===== config.mk =====
export PLATFORM = sky130hd
export DESIGN_NAME = secded_rmw_encoder
export DESIGN_NICKNAME = d
export VERILOG_FILES = /design/src/rtl/secded_rmw_encoder.sv
export SDC_FILE = /design/constraint.sdc
export NUM_CORES = 1
export LEC_CHECK = 0
export ABC_AREA = 1
export CORE_MARGIN = 5
export CORE_UTILIZATION = 59
export DETAILED_ROUTE_END_ITERATION = 6
export PLACE_DENSITY = 0.86
export SYNTH_ARGS = -nofsm -noshare
export SYNTH_HDL_FRONTEND = slang
export SYNTH_SLANG_ARGS = --single-unit

===== constraint.sdc =====
create_clock -name s_clk_i -period 11.65 [get_ports s_clk_i]
set_input_delay 3.495 -clock s_clk_i [delete_from_list [all_inputs] [get_ports s_clk_i]]
set_output_delay 3.495 -clock s_clk_i [all_outputs]
set_load 0.005 [all_outputs]

===== src/rtl/secded_rmw_encoder.sv =====
// Hsiao (39,32) SECDED write path: full stores are encoded directly, partial stores
// read the old word, correct a single-bit error, merge the new bytes and re-encode.
module secded_rmw_encoder #(
    parameter int AW = 10,
    parameter int DW = 32,
    parameter int CW = 7
) (
    input  logic               s_clk_i,
    input  logic               s_reset_i,
    input  logic               s_req_val_i,
    output logic               s_req_rdy_o,
    input  logic [AW-1:0]      s_req_addr_i,
    input  logic [DW-1:0]      s_req_wdata_i,
    input  logic [3:0]         s_req_be_i,
    output logic               s_mem_req_o,
    output logic               s_mem_we_o,
    output logic [AW-1:0]      s_mem_addr_o,
    output logic [DW+CW-1:0]   s_mem_wdata_o,
    input  logic [DW+CW-1:0]   s_mem_rdata_i,
    output logic               s_done_o,
    output logic               s_ce_o,
    output logic               s_uce_o
);

    // Data columns: the first 32 weight-3 vectors in ascending order
    localparam logic [CW-1:0] H_COL [32] = '{
        7'h07, 7'h0B, 7'h0D, 7'h0E, 7'h13, 7'h15, 7'h16, 7'h19,
        7'h1A, 7'h1C, 7'h23, 7'h25, 7'h26, 7'h29, 7'h2A, 7'h2C,
        7'h31, 7'h32, 7'h34, 7'h38, 7'h43, 7'h45, 7'h46, 7'h49,
        7'h4A, 7'h4C, 7'h51, 7'h52, 7'h54, 7'h58, 7'h61, 7'h62
    };

    function automatic logic [CW-1:0] encode(input logic [DW-1:0] d);
        logic [CW-1:0] c;
        c = '0;
        for (int i = 0; i < DW; i++) begin
            if (d[i]) c ^= H_COL[i];
        end
        return c;
    endfunction

    typedef enum logic [1:0] {
        IDLE,
        RD,
        CHK,
        WR
    } state_t;

    state_t             state;
    logic [AW-1:0]      addr_q;
    logic [DW-1:0]      wdata_q;
    logic [3:0]         be_q;
    logic               rdy_q;
    logic               mem_req_q;
    logic               mem_we_q;
    logic [DW+CW-1:0]   mem_wdata_q;
    logic               done_q;
    logic               ce_q;
    logic               uce_q;

    logic [CW-1:0]      syndrome;
    logic [DW-1:0]      flip;
    logic               col_hit;
    logic [DW-1:0]      corrected;
    logic               is_ce;
    logic               is_uce;
    logic [DW-1:0]      merged;

    // A syndrome matching a data column is always weight 3, so a hit covers that case
    always_comb begin
        syndrome = encode(s_mem_rdata_i[DW-1:0]) ^ s_mem_rdata_i[DW+CW-1:DW];
        flip     = '0;
        col_hit  = 1'b0;
        for (int i = 0; i < DW; i++) begin
            if (syndrome == H_COL[i]) begin
                flip[i] = 1'b1;
                col_hit = 1'b1;
            end
        end
        corrected = s_mem_rdata_i[DW-1:0] ^ flip;
        is_ce     = col_hit | $onehot(syndrome);
        is_uce    = (syndrome != '0) & ~is_ce;
        merged    = '0;
        for (int k = 0; k < 4; k++) begin
            merged[8*k +: 8] = be_q[k] ? wdata_q[8*k +: 8] : corrected[8*k +: 8];
        end
    end

    always_ff @(posedge s_clk_i) begin
        if (s_reset_i) begin
            state       <= IDLE;
            addr_q      <= '0;
            wdata_q     <= '0;
            be_q        <= '0;
            rdy_q       <= 1'b1;
            mem_req_q   <= 1'b0;
            mem_we_q    <= 1'b0;
            mem_wdata_q <= '0;
            done_q      <= 1'b0;
            ce_q        <= 1'b0;
            uce_q       <= 1'b0;
        end else begin
            mem_req_q   <= 1'b0;
            mem_we_q    <= 1'b0;
            mem_wdata_q <= '0;
            done_q      <= 1'b0;
            ce_q        <= 1'b0;
            uce_q       <= 1'b0;
            case (state)
                IDLE: begin
                    if (s_req_val_i && rdy_q) begin
                        addr_q  <= s_req_addr_i;
                        wdata_q <= s_req_wdata_i;
                        be_q    <= s_req_be_i;
                        if (s_req_be_i == 4'hF) begin
                            state       <= WR;
                            rdy_q       <= 1'b0;
                            mem_req_q   <= 1'b1;
                            mem_we_q    <= 1'b1;
                            mem_wdata_q <= {encode(s_req_wdata_i), s_req_wdata_i};
                            done_q      <= 1'b1;
                        end else if (s_req_be_i == 4'h0) begin
                            done_q <= 1'b1;
                        end else begin
                            state     <= RD;
                            rdy_q     <= 1'b0;
                            mem_req_q <= 1'b1;
                        end
                    end
                end
                RD: begin
                    state <= CHK;
                end
                CHK: begin
                    if (is_uce) begin
                        state  <= IDLE;
                        rdy_q  <= 1'b1;
                        done_q <= 1'b1;
                        uce_q  <= 1'b1;
                    end else begin
                        state       <= WR;
                        mem_req_q   <= 1'b1;
                        mem_we_q    <= 1'b1;
                        mem_wdata_q <= {encode(merged), merged};
                        done_q      <= 1'b1;
                        ce_q        <= is_ce;
                    end
                end
                WR: begin
                    state <= IDLE;
                    rdy_q <= 1'b1;
                end
                default: begin
                    state <= IDLE;
                    rdy_q <= 1'b1;
                end
            endcase
        end
    end

    assign s_req_rdy_o   = rdy_q;
    assign s_mem_req_o   = mem_req_q;
    assign s_mem_we_o    = mem_we_q;
    assign s_mem_addr_o  = addr_q;
    assign s_mem_wdata_o = mem_wdata_q;
    assign s_done_o      = done_q;
    assign s_ce_o        = ce_q;
    assign s_uce_o       = uce_q;

endmodule


# Yosys cells after proc, flatten, opt, wreduce, memory -nomap -nowiden
# Index checks and enable logic that the tools add are counted.
# word_totals
register_bits	93
word_cells	573
in_bits	88
# op_classes
eq_ne	40
mux	407
n_addsub	6
bitwise	99
n_reduce_logical	10
# op_table
operator	n
7-bit 2-to-1 mux	253
3-bit inverter	93
6-bit 2-to-1 mux	30
39-bit 2-to-1 mux	3
5-bit 2-to-1 mux	18
7-bit == test, second input constant	12
39-bit one-hot mux with 2 select lines	1
1-bit 2-to-1 mux	77
7-bit by 6-bit == test with 1-bit output, second input constant	10
7-bit by 5-bit == test with 1-bit output, second input constant	6
4-bit 2-to-1 mux	9
8-bit 2-to-1 mux	4
32-bit XOR	1
7-bit by 4-bit == test with 1-bit output, second input constant	3
3-bit 2-to-1 mux	3
2-bit 2-to-1 mux	4
2-bit one-hot mux with 4 select lines	1
7-bit by 3-bit == test with 1-bit output, second input constant	1
7-bit nonzero test	1
7-bit XOR	1
1-bit by 1-bit adder with 2-bit output	3
1-bit one-hot mux with 2 select lines	3
2-bit == test, second input constant	2
4-bit == test, second input constant	1
other kinds (19)	22

# Logic depth before layout (Yosys ltp)
# Gate-level depths: netlist (run 1).
# depth
word_depth	257
depth_mapped	34
mapped_depth_nobuf	33

# Least setup slack after synthesis (run 1)
# Ideal clock, no wire load.
# synth_path
kind	input to register
start	input port s_mem_rdata_i[1]
end	register mem_wdata_q[12], in the netlist s_mem_wdata_o[12]
slack_ns	4.065
path_buffers	2
arrival_ns	7.515
path_stages	23
path_cell_list	buf_2 -> xnor2_1 -> xor2_1 -> xor2_1 -> xor2_1 -> inv_1 -> fa_1 -> fa_1 -> inv_1 -> ha_1 -> nand2_1 -> nand2_1 -> fa_1 -> nor2_1 -> nand2_1 -> o2111ai_1 -> nor2_1 -> nand3_1 -> nand2_2 -> inv_6 -> buf_2 -> nand2_1 -> a21oi_1
# synth_via
elab_chain_cells	83
word_cells_on_any_way	138
# synth_lines
element	line	rtl
from (decl)	19	input logic [DW+CW-1:0] s_mem_rdata_i,
4-bit 2-to-1 mux (*)	37	if (d[i]) c ^= H_COL[i];
3-bit inverter (no source line) / 4-bit 2-to-1 mux (equally long branches)	--	
4-bit 2-to-1 mux (*) (2 in series)	37	
3-bit inverter (no source line) / 4-bit 2-to-1 mux (equally long branches)	--	
5-bit 2-to-1 mux (*)	37	
3-bit inverter (no source line) / 5-bit 2-to-1 mux (equally long branches)	--	
5-bit 2-to-1 mux (*) (2 in series)	37	
3-bit inverter (no source line) / 5-bit 2-to-1 mux (equally long branches)	--	
(+34 left out)	--	
7-bit XOR (*)	71	syndrome = encode(s_mem_rdata_i[DW-1:0]) ^ s_mem_rdata_i[DW+CW-1:DW];
7-bit by 3-bit == test with 1-bit output	75	if (syndrome == H_COL[i]) begin
1-bit 2-to-1 mux (32 in series)	75	
1-bit bitwise OR	81	is_ce = col_hit | $onehot(syndrome);
1-bit inverter	82	is_uce = (syndrome != '0) & ~is_ce;
1-bit bitwise AND	82	
39-bit 2-to-1 mux (*)	135	if (is_uce) begin
39-bit one-hot mux with 2 select lines (*)	109	case (state)
to (signal assigned)	120	mem_wdata_q <= {encode(s_req_wdata_i), s_req_wdata_i};
to (signal assigned)	144	mem_wdata_q <= {encode(merged), merged};
to (decl)	56	logic [DW+CW-1:0] mem_wdata_q;
# Mark *: on every way between the ends. The rest lies on a longest branch, timed or not.
# A chain may end at the register's enable or synchronous reset.

# Worst setup path after layout (run 1)
# layout_path
start	input port s_mem_rdata_i[6]
end	register mem_wdata_q[33], in the netlist s_mem_wdata_o[33]
# layout_via
elab_chain_cells	183
word_cells_on_any_way	284
# layout_lines
element	line	rtl
5-bit 2-to-1 mux	37	
3-bit inverter (no source line)	--	
5-bit 2-to-1 mux	37	
3-bit inverter (no source line)	--	
5-bit 2-to-1 mux	37	
3-bit inverter (no source line)	--	
5-bit 2-to-1 mux	37	
6-bit 2-to-1 mux (6 in series)	37	
(+162 left out)	--	
7-bit 2-to-1 mux	37	
7-bit 2-to-1 mux	135	
7-bit 2-to-1 mux	109	
7-bit 2-to-1 mux	90	if (s_reset_i) begin
3-bit inverter (no source line)	--	
7-bit 2-to-1 mux	37	
39-bit 2-to-1 mux (*)	135	
39-bit one-hot mux with 2 select lines (*)	109	
# Mark *: on every way between the ends. The rest lies on a longest branch, timed or not. The select of a mux whose other input is x is not followed.

==> out/summary.txt, run 1 <==
port buffer count -> 142
commonest non-fill, non-tap cell in the layout -> nand2_1
Post-synth EDFFs -> 0
drc violations -> 6
clock latency on the worst-skew pair -> 0.35 ns
f_max -> 118 MHz
Tcrit/Tclk final -> 0.730
FF+latch count, synth -> 93
pin count of the biggest net entering global routing -> 57
# diodes -> 0
Num CTS Buffers -> 9
post_cts resized -> 0
Synth async-reset ratio -> 0
power density cells -> 180 nW/um^2
post-DR vias/cell -> 5.67
Tot GR Track Use -> 0.360
die boundary height -> 130 um
Crit Path Category -> in2reg
GRT overflow -> 0
dpl cells -> 1672
CTS tree -> yes
Clock Tree Buf Depth -> 2
CTS sink count -> 93
maximum vdd drop -> 0.000124 V
Final Hold Vio Count -> 0
total number of vias -> 9569
syn avg cell area -> 6.06 sq um
io pins -> 143
Synth Warn # -> 0
H-tree depth -> 3
clock root cell -> clkbuf_16
CP max FO -> 37
CTS clk-pin slew, worst paths -> 0.07 ns
Least-Margin Pin Slew -> 1.29 ns
drt pass-1 iters -> 7
CP startpoint kind -> input port
Syn-to-layout area delta -> 20.5%
Crit Reg-Reg Endpoint -> s_mem_wdata_o[34]
Max Cap Viol -> 0
Hold EP -> wdata_q[16]
WHS Path Cells -> 2
CP Data Required Time -> 11.94 ns
commonest cells after routing, fill and taps aside -> 481 x nand2_1, 142 x clkdlybuf4s50_1, 131 x nand3_1
setup TNS -> 0 ns
relative slew slack -> 0.135
Reg2Reg Depth -> 12
Nets -> 1599
Leak -> 0.00488 uW
Reg2Reg Setup Slack -> 8.89 ns
Critical-path top delay cell -> clkdlybuf4s50_1
Worst path max stage delay -> 0.62 ns
effective utilization at floorplan -> 0.606
sequential share of the synthesized area -> 0.220
placer congestion estimate -> 1.03
die area -> 16900 sq um
RSZ-0062 raised after global routing -> false
Post-CTS Setup Repair Bufs -> 0
Tmin final -> 8.50 ns
syn_nets -> 1494
Core ar. -> 14000 sq um
Chip Width -> 130 um
hold path startpoint -> wdata_q[16]
std cell rows -> 43
Starting DRT DRC Count -> 996
ys flop type -> dfxtp_1
wire per inst -> 18.3 um
Routed Antenna Nets -> 0
vias in the first global route -> 8899
Cell Area, Synth -> 8480 sq um
Netlist cell types -> 44
Hold Crit Class -> reg2reg
Slew Viols, Final -> 0
share of cells above drive strength 1 -> 0.112
WHS -> 0.471 ns
Post-Route WL -> 30800 um
Final HPWL DP -> 24700 um
Worst Setup End Kind -> register
violated checks -> DRC
initial antenna violation count -> 0
post-cts hold buffer count -> 0
Gate Count Post-Synth -> 1398
Setup Skew -> 0.0110 ns
final setup fails -> 0
worst r2r src -> state[0]
status -> finished, violations left
Final Instance Count excl. Fillers -> 1687
first-pass GRT wire length -> 46800 um
arrival time worst endpoint -> 8.79 ns
logic make-up after synthesis:
logic type	Yosys count	synth area share
and+or+nand+nor	832	0.447
xor gates and xnor gates	137	0.142
muxes	1	0.00266
AOI/OAI and AO/OA	127	0.0788
adders and majority gates	8	0.0145
buffers and inverters	200	0.0959
DFF	93	0.220
layout make-up:
class                   instances  area (sq um)
fillers                      1204          3780
flip-flops and latches         93          1860
clock inverters                 5          60.1
multi-input cells            1105          5810
inverters                     148           567
well taps                     180           225
repair buffers                146          1450
clock buffers                  10           239
synthesized netlist by cell type (2+ instances only):
cell type  count  area, sq um
dfxtp_1       93         1860
o21ai_0       51          255
nand3_1      131          656
inv_2         40          150
nand3_4        3         52.6
o21ai_2        3         26.3
xnor2_1       72          631
clkbuf_1      34          128
ha_1           5         62.6
xor2_1        65          569
nand3_2       12          120
a211oi_1       3         22.5
a21oi_1       59          295
nand2_2       47          294
nor3_1         3         15.0
nand4_1        8         50.1
inv_6          2         17.5
inv_1        104          390
or2_2         14         87.6
fa_1           3         60.1
nand2_1      481         1810
buf_2         13         65.1
nor2_4         9          101
nor3_2         2         20.0
o21ai_1        6         30.0
nand3b_1       3         22.5
nand2_4       10          113
buf_6          4         45.0
nor2_1       103          387
critical path: cells and delay by family:
| family | cells | cell delay, ns |
|---|---|---|
| simple gates | 10 | 0.95 |
| compound gates | 2 | 0.30 |
| fa+ha+maj | 4 | 1.86 |
| xor+xnor | 5 | 1.08 |
| buf+inv | 4 | 1.07 |
state kept, by name, indices dropped and copies added (netlist names):
signal	flops
s_mem_addr_o	10
wdata_q	32
s_done_o	1
s_req_rdy_o	1
be_q	4
state	2
s_uce_o	1
s_mem_wdata_o	39
s_ce_o	1
s_mem_req_o	1
s_mem_we_o	1
where the power goes:
group / internal (uW) / switching (uW)
combinational: 374 / 735
clock: 172 / 137
sequential: 374 / 43.5
worst max path at each step:
| stage | from | endpoint | slack, ns | depth (start not counted) |
|---|---|---|---|---|
| 5_1_grt | s_mem_rdata_i[6] | s_mem_wdata_o[35] | 2.77 | 25 |
| 2_1_floorplan | s_mem_rdata_i[1] | s_mem_wdata_o[12] | 4.06 | 23 |
| 3_5_place_dp | s_mem_rdata_i[6] | s_mem_wdata_o[36] | 2.84 | 27 |
| 3_3_place_gp | s_mem_rdata_i[6] | s_mem_wdata_o[36] | 3.04 | 27 |
| 4_1_cts | s_mem_rdata_i[6] | s_mem_wdata_o[33] | 3.18 | 25 |
| 6_report | s_mem_rdata_i[6] | s_mem_wdata_o[33] | 3.15 | 25 |
through the flow:
step	instance area [sq um]	total power [uW]	worst slack (ns)	util
after floorplan	8480	1180	4.06	-
after global placement	9910	1470	3.04	0.709
after detailed placement	9910	1500	2.84	0.709
after CTS	10200	1810	3.18	0.730
after global routing	10200	1960	2.77	0.730
final	10200	1840	3.15	0.730
metal layers:
layer | global-route usage | part of all wire
met1 | 0.477 | 0.41
met5 | 0 | 0
met2 | 0.564 | 0.44
met3 | 0.0970 | 0.11
met4 | 0.130 | 0.038
Note: power is estimated with default switching activity, not from simulation.
==> run 2: changes to the inputs <==
--- a/config.mk
+++ b/config.mk
@@ -7,9 +7,9 @@
 export LEC_CHECK = 0
 export ABC_AREA = 1
 export CORE_MARGIN = 5
-export CORE_UTILIZATION = 59
+export CORE_UTILIZATION = 55
 export DETAILED_ROUTE_END_ITERATION = 6
-export PLACE_DENSITY = 0.86
+export PLACE_DENSITY = 0.81
 export SYNTH_ARGS = -nofsm -noshare
 export SYNTH_HDL_FRONTEND = slang
 export SYNTH_SLANG_ARGS = --single-unit
==> constraint.sdc (replaced) <==
create_clock -name s_clk_i -period 8.11 [get_ports s_clk_i]
set_input_delay 2.433 -clock s_clk_i [delete_from_list [all_inputs] [get_ports s_clk_i]]
set_output_delay 2.433 -clock s_clk_i [all_outputs]
set_load 0.005 [all_outputs]
==> run 2 against run 1 <==
Via count is 1.8% lower; cell count up 0.53%; the flow now finishes without violations; worst setup slack worse by 2.5 ns; die area rose by 6.7%; worst hold slack better by 0.0095 ns; critical path depth increased by 2; combinational power is 43% higher; sequential share of layout area is essentially flat; wire length up 0.99%; global-route usage is 2.0 points lower; highest routed layer unchanged; register-to-register slack got worse by 3.4 ns; sequential power up 44%.
==> out/summary.txt, run 2 (synthesis results as in run 1) <==
cell repeated most along the worst path -> nand2_1
port buffer count -> 142 (unchanged)
# diodes -> 0 (unchanged)
Worst Setup End Kind -> register
WHS -> 0.481 ns (+0.00946 ns)
Critical-path top delay cell -> fa_1
Hold Crit Class -> reg2reg
Tcrit/Tclk final -> 0.915
CP startpoint kind -> input port
share of cells above drive strength 1 -> 0.112 (about the same)
Num CTS Buffers -> 9 (unchanged)
commonest non-fill, non-tap cell in the layout -> nand2_1
metal2 WL -> 13600 um (-0.22%)
Post-Route WL -> 31100 um (+0.99%)
Final Hold Vio Count -> 0 (unchanged)
Reg2Reg Depth -> 16 (+4)
maximum vdd drop -> 0.000173 V (+40%)
pin count of the biggest net entering global routing -> 56 (-1.8%)
Hold EP -> wdata_q[3]
RSZ-0062 raised after global routing -> false
Leak -> 0.00488 uW (about the same)
effective utilization at floorplan -> 0.560 (-0.0463)
setup TNS -> 0 ns (unchanged)
Crit path max-delay family -> adder cells
first-pass GRT wire length -> 48000 um (+2.5%)
post-cts hold buffer count -> 0 (unchanged)
CP Data Required Time -> 8.40 ns (-3.54 ns)
arrival time worst endpoint -> 7.71 ns (-1.08 ns)
total number of vias -> 9399 (-1.8%)
placer congestion estimate -> 0.988 (-3.7%)
CP max FO -> 37 (unchanged)
Setup Skew -> 0.00824 ns (-0.00279 ns)
drt pass-1 iters -> 5 (-2)
final setup fails -> 0 (unchanged)
CTS tree -> yes
Max Cap Viol -> 0 (unchanged)
die area -> 18000 sq um (+6.7%)
M1 WL -> 13600 um (+8.5%)
Crit Reg-Reg Endpoint -> s_mem_wdata_o[35]
H-tree depth -> 3 (unchanged)
Tmin final -> 7.42 ns
std cell rows -> 45 (+4.7%)
power density cells -> 257 nW/um^2 (+43%)
Syn-to-layout area delta -> 20.8%
Final HPWL DP -> 24900 um (+0.47%)
vias in the first global route -> 8784 (-1.3%)
Worst path max stage delay -> 0.55 ns (-0.07 ns)
f_max -> 135 MHz
final instance area -> 10200 sq um (+0.26%)
Tot GR Track Use -> 0.340 (-0.0198)
clock latency on the worst-skew pair -> 0.35 ns (about the same)
wire per inst -> 18.3 um (+0.45%)
post-DR vias/cell -> 5.54 (-2.3%)
Clock Tree Buf Depth -> 2 (unchanged)
CP bufs+invs -> 6 (+2)
CTS clk-pin slew, worst paths -> 0.07 ns (about the same)
Crit Path Category -> in2reg
CTS sink count -> 93 (unchanged)
GRT overflow -> 0 (unchanged)
relative slew slack -> 0.146 (+0.0110)
status -> completed
post_cts resized -> 0 (unchanged)
met3 wire length -> 2990 um (-14%)
Starting DRT DRC Count -> 984 (-1.2%)
Chip Width -> 134 um (+3.3%)
Post-CTS Setup Repair Bufs -> 0 (unchanged)
Routed Antenna Nets -> 0 (unchanged)
clock root cell -> clkbuf_16
die boundary height -> 134 um (+3.3%)
number of flip-flops in the largest register -> 39 (unchanged)
WHS Path Cells -> 2 (unchanged)
hold path startpoint -> wdata_q[3]
Reg2Reg Setup Slack -> 5.48 ns (-3.41 ns)
Slew Viols, Final -> 0 (unchanged)
max layer used -> met4
Least-Margin Pin Slew -> 1.28 ns (-0.0165 ns)
DP Area -> 9930 sq um (+0.15%)
initial antenna violation count -> 0 (unchanged)
io pins -> 143 (unchanged)
Nets -> 1599 (unchanged)
worst r2r src -> be_q[0]
Core ar. -> 15100 sq um (+8.3%)
drc violations -> 0 (-6)
commonest cells after routing, fill and taps aside -> 481 x nand2_1, 142 x clkdlybuf4s50_1, 131 x nand3_1
-- run 2: worst max path at each step --
stage                                  from                 to  depth (start not counted)
after global routing      s_mem_rdata_i[22]  s_mem_wdata_o[35]                         25
after detailed placement  s_mem_rdata_i[22]  s_mem_wdata_o[36]                         27
after floorplan            s_mem_rdata_i[1]  s_mem_wdata_o[12]                         23
after CTS                 s_mem_rdata_i[22]  s_mem_wdata_o[36]                         27
final                      s_mem_rdata_i[4]  s_mem_wdata_o[36]                         27
after global placement    s_mem_rdata_i[10]  s_mem_wdata_o[36]                         27
-- run 2: metal layers --
metal | vias up | GRT usage
met4 | 0 | 0.0922
met5 | - | 0
met2 | 511 | 0.526
met3 | 74 | 0.0623
met1 | 4252 | 0.487
li1 | 4562 | -
-- run 2: layout make-up --
type                       count  area (sq um)
multi-input combinational   1105          5810
clock buffer                  12           256
fill                        1368          4910
inverter                     148           567
sequential                    93          1860
timing repair buffer         146          1450
clock inverter                 4          53.8
tap                          188           235
-- run 2: report_power, final --
part / internal, uW / switching [uW]
sequential: 537 / 61.9
combinational: 536 / 1050
clock: 257 / 189
total: 1330 / 1300
-- run 2: tightest hold or removal path, cell delays in order (launching register included) --
cell	delay, ns
dfxtp_1	0.30
inv_1	0.07
a21oi_1	0.07
-- run 2: through the flow --
step,std cells,setup WS (ns),utilization,power (uW)
2_1_floorplan,1398,1.59,-,1700
3_3_place_gp,1680,0.553,0.656,2120
3_5_place_dp,1680,0.393,0.656,2150
4_1_cts,1696,0.710,0.676,2590
5_1_grt,1696,0.363,0.676,2810
6_report,1696,0.689,0.676,2630
==> run 3: changes to the inputs <==
--- a/config.mk
+++ b/config.mk
@@ -7,9 +7,10 @@
 export LEC_CHECK = 0
 export ABC_AREA = 1
 export CORE_MARGIN = 5
-export CORE_UTILIZATION = 55
+export CORE_UTILIZATION = 65
 export DETAILED_ROUTE_END_ITERATION = 6
-export PLACE_DENSITY = 0.81
+export DONT_BUFFER_PORTS = 1
+export PLACE_DENSITY = 0.8
 export SYNTH_ARGS = -nofsm -noshare
 export SYNTH_HDL_FRONTEND = slang
 export SYNTH_SLANG_ARGS = --single-unit
==> run 3 against run 2 <==
Die area decreased by 14%; maximum frequency up 5.6%; sequential power rose by 1%; clock power down 4.7%; global-route usage is 1.9 points higher.
==> out/summary.txt, run 3 (synthesis results as in run 1) <==
Crit path max-delay family -> adder cells
Setup WS pre-CTS -> 0.840 ns (+0.447 ns)
drc violations -> 0 (unchanged)
Util after Layout -> 0.691 (+0.0147)
wire per inst -> 18.6 um (+1.5%)
Tcrit/Tclk final -> 0.866 (-0.0489)
share of cells above drive strength 1 -> 0.125 (+0.0130)
Reg2Reg Depth -> 16 (unchanged)
std cell rows -> 41 (-8.9%)
initial antenna violation count -> 0 (unchanged)
die boundary height -> 124 um (-7.4%)
Hold Crit Class -> reg2reg
commonest non-fill, non-tap cell in the layout -> nand2_1
# diodes -> 0 (unchanged)
relative slew slack -> 0.638 (+0.492)
Syn-to-layout area delta -> 3.65%
vias in the first global route -> 8036 (-8.5%)
Worst Setup End Kind -> register
CTS clk-pin slew, worst paths -> 0.07 ns (about the same)
clock latency on the worst-skew pair -> 0.36 ns (about the same)
f_max -> 142 MHz (+5.6%)
Leak -> 0.00435 uW (-11%)
io pins -> 143 (unchanged)
power density cells -> 282 nW/um^2 (+9.8%)
H-tree depth -> 3 (unchanged)
maximum vdd drop -> 0.000194 V (+12%)
Setup WS post-layout -> 1.09 ns (+0.396 ns)
Final HPWL DP -> 22700 um (-8.6%)
Crit Reg-Reg Endpoint -> s_mem_wdata_o[36]
CP startpoint kind -> input port
Starting DRT DRC Count -> 1149 (+17%)
Slew Viols, Final -> 0 (unchanged)
Routed Antenna Nets -> 0 (unchanged)
RSZ-0062 raised after global routing -> false
DP Area -> 8490 sq um (-14%)
CP bufs+invs -> 5 (-1)
placer congestion estimate -> 1.04 (+4.9%)
pin count of the biggest net entering global routing -> 56 (unchanged)
Tot GR Track Use -> 0.359 (+0.0188)
post_cts resized -> 0 (unchanged)
WHS -> 0.475 ns (-0.00522 ns)
clock root cell -> clkbuf_16
post-cts hold buffer count -> 0 (unchanged)
GR Layer Usage met2 -> 0.544 (+0.0178)
drt pass-1 iters -> 6 (+1)
Nets -> 1458 (-8.8%)
die area -> 15400 sq um (-14%)
WHS Path Cells -> 2 (unchanged)
status -> completed
Critical-path top delay cell -> fa_1
Tmin final -> 7.02 ns (-0.396 ns)
GRT overflow -> 0 (unchanged)
Final Hold Vio Count -> 0 (unchanged)
Crit Path Category -> in2reg
CP Data Required Time -> 8.41 ns (about the same)
met1 Use GR -> 0.496 (+0.00900)
effective utilization at floorplan -> 0.666 (+0.107)
worst r2r src -> be_q[0]
arrival time worst endpoint -> 7.33 ns (-0.38 ns)
Post-Route WL -> 28700 um (-7.9%)
Hold EP -> wdata_q[16]
Core ar. -> 12700 sq um (-16%)
commonest cells after routing, fill and taps aside -> 481 x nand2_1, 131 x nand3_1, 104 x inv_1
cell repeated most along the worst path -> nand2_1
Worst path max stage delay -> 0.56 ns (about the same)
Reg2Reg Setup Slack -> 5.56 ns (+0.08 ns)
number of flip-flops in the largest register -> 39 (unchanged)
final setup fails -> 0 (unchanged)
Chip Width -> 124 um (-7.4%)
first-pass GRT wire length -> 44200 um (-7.8%)
Num CTS Buffers -> 9 (unchanged)
Clock Tree Buf Depth -> 2 (unchanged)
GR peak layer -> met2
Max Cap Viol -> 0 (unchanged)
Least-Margin Pin Slew -> 0.543 ns (-0.734 ns)
hold path startpoint -> wdata_q[16]
Post-CTS Setup Repair Bufs -> 0 (unchanged)
setup TNS -> 0 ns (unchanged)
Crit path depth -> 26 (-3.7%)
final instance area -> 8790 sq um (-14%)
CTS sink count -> 93 (unchanged)
post-DR vias/cell -> 5.79 (+4.5%)
CP max FO -> 37 (unchanged)
CTS tree -> yes
Setup Skew -> 0.00855 ns (+0.000310 ns)
met3 Resource Use GR -> 0.101 (+0.0389)
port buffer count -> 0 (-100%)
total number of vias -> 8913 (-5.2%)
number of fill cells -> 1172 (-14%)
run 3: changes by cell type in the layout (fill, tap and decap cells not counted), sizes merged:
cell | before | now
clkinv | 2 | 6
buf | 4 | 5
bufinv | 1 | 0
clkdlybuf4s50 | 142 | 0
inv | 147 | 149
clkinvlp | 2 | 0
clkbuf | 12 | 9
run 3: through the flow:
| step | power (uW) | std cells |
|---|---|---|
| 3_5_place_dp | 2020 | 1523 |
| 4_1_cts | 2440 | 1539 |
| 3_3_place_gp | 1980 | 1523 |
| 2_1_floorplan | 1700 | 1398 |
| 5_1_grt | 2660 | 1539 |
| 6_report | 2480 | 1539 |
run 3: cell type report:
type                       count  area (sq um)  area share
multi-input combinational   1105          5810       0.662
tap                          172           215      0.0245
clock inverter                 7          67.6     0.00769
clock buffer                   9           225      0.0256
timing repair buffer           5          37.5     0.00427
inverter                     148           567      0.0645
sequential                    93          1860       0.212
run 3: how the worst max path moves through the flow:
stage / slack [ns] / from / to
floorplan: 1.59 / s_mem_rdata_i[1] / s_mem_wdata_o[12]
global placement: 0.99 / s_mem_rdata_i[31] / s_mem_wdata_o[36]
detailed placement: 0.84 / s_mem_rdata_i[31] / s_mem_wdata_o[36]
CTS: 1.18 / s_mem_rdata_i[31] / s_mem_wdata_o[36]
global route: 0.84 / s_mem_rdata_i[31] / s_mem_wdata_o[35]
finish: 1.09 / s_mem_rdata_i[31] / s_mem_wdata_o[36]
run 3: worst reg2reg max path: stages, from the launching register on:
cell	delay [ns]
dfxtp_1	0.61
inv_1	0.37
or2_2	0.39
nand2_2	0.12
inv_2	0.09
nand2_1	0.08
nand3_1	0.07
nand2_1	0.16
inv_1	0.06
nand2_1	0.08
nand2_1	0.05
nand2_1	0.08
nand2_1	0.07
nand2_1	0.06
nand3_1	0.06
nand2_1	0.06
inv_1	0.04
run 3: layer usage:
layer / part of all wire / routed length (um)
met4: 0.030 / 861
met2: 0.44 / 12500
met1: 0.41 / 11800
met5: 0 / 0
met3: 0.12 / 3480
run 3: power by group:
part	switching, uW	internal, uW
Clock	210	216
Sequential	69.6	537
Combinational	986	460
Total	1270	1210
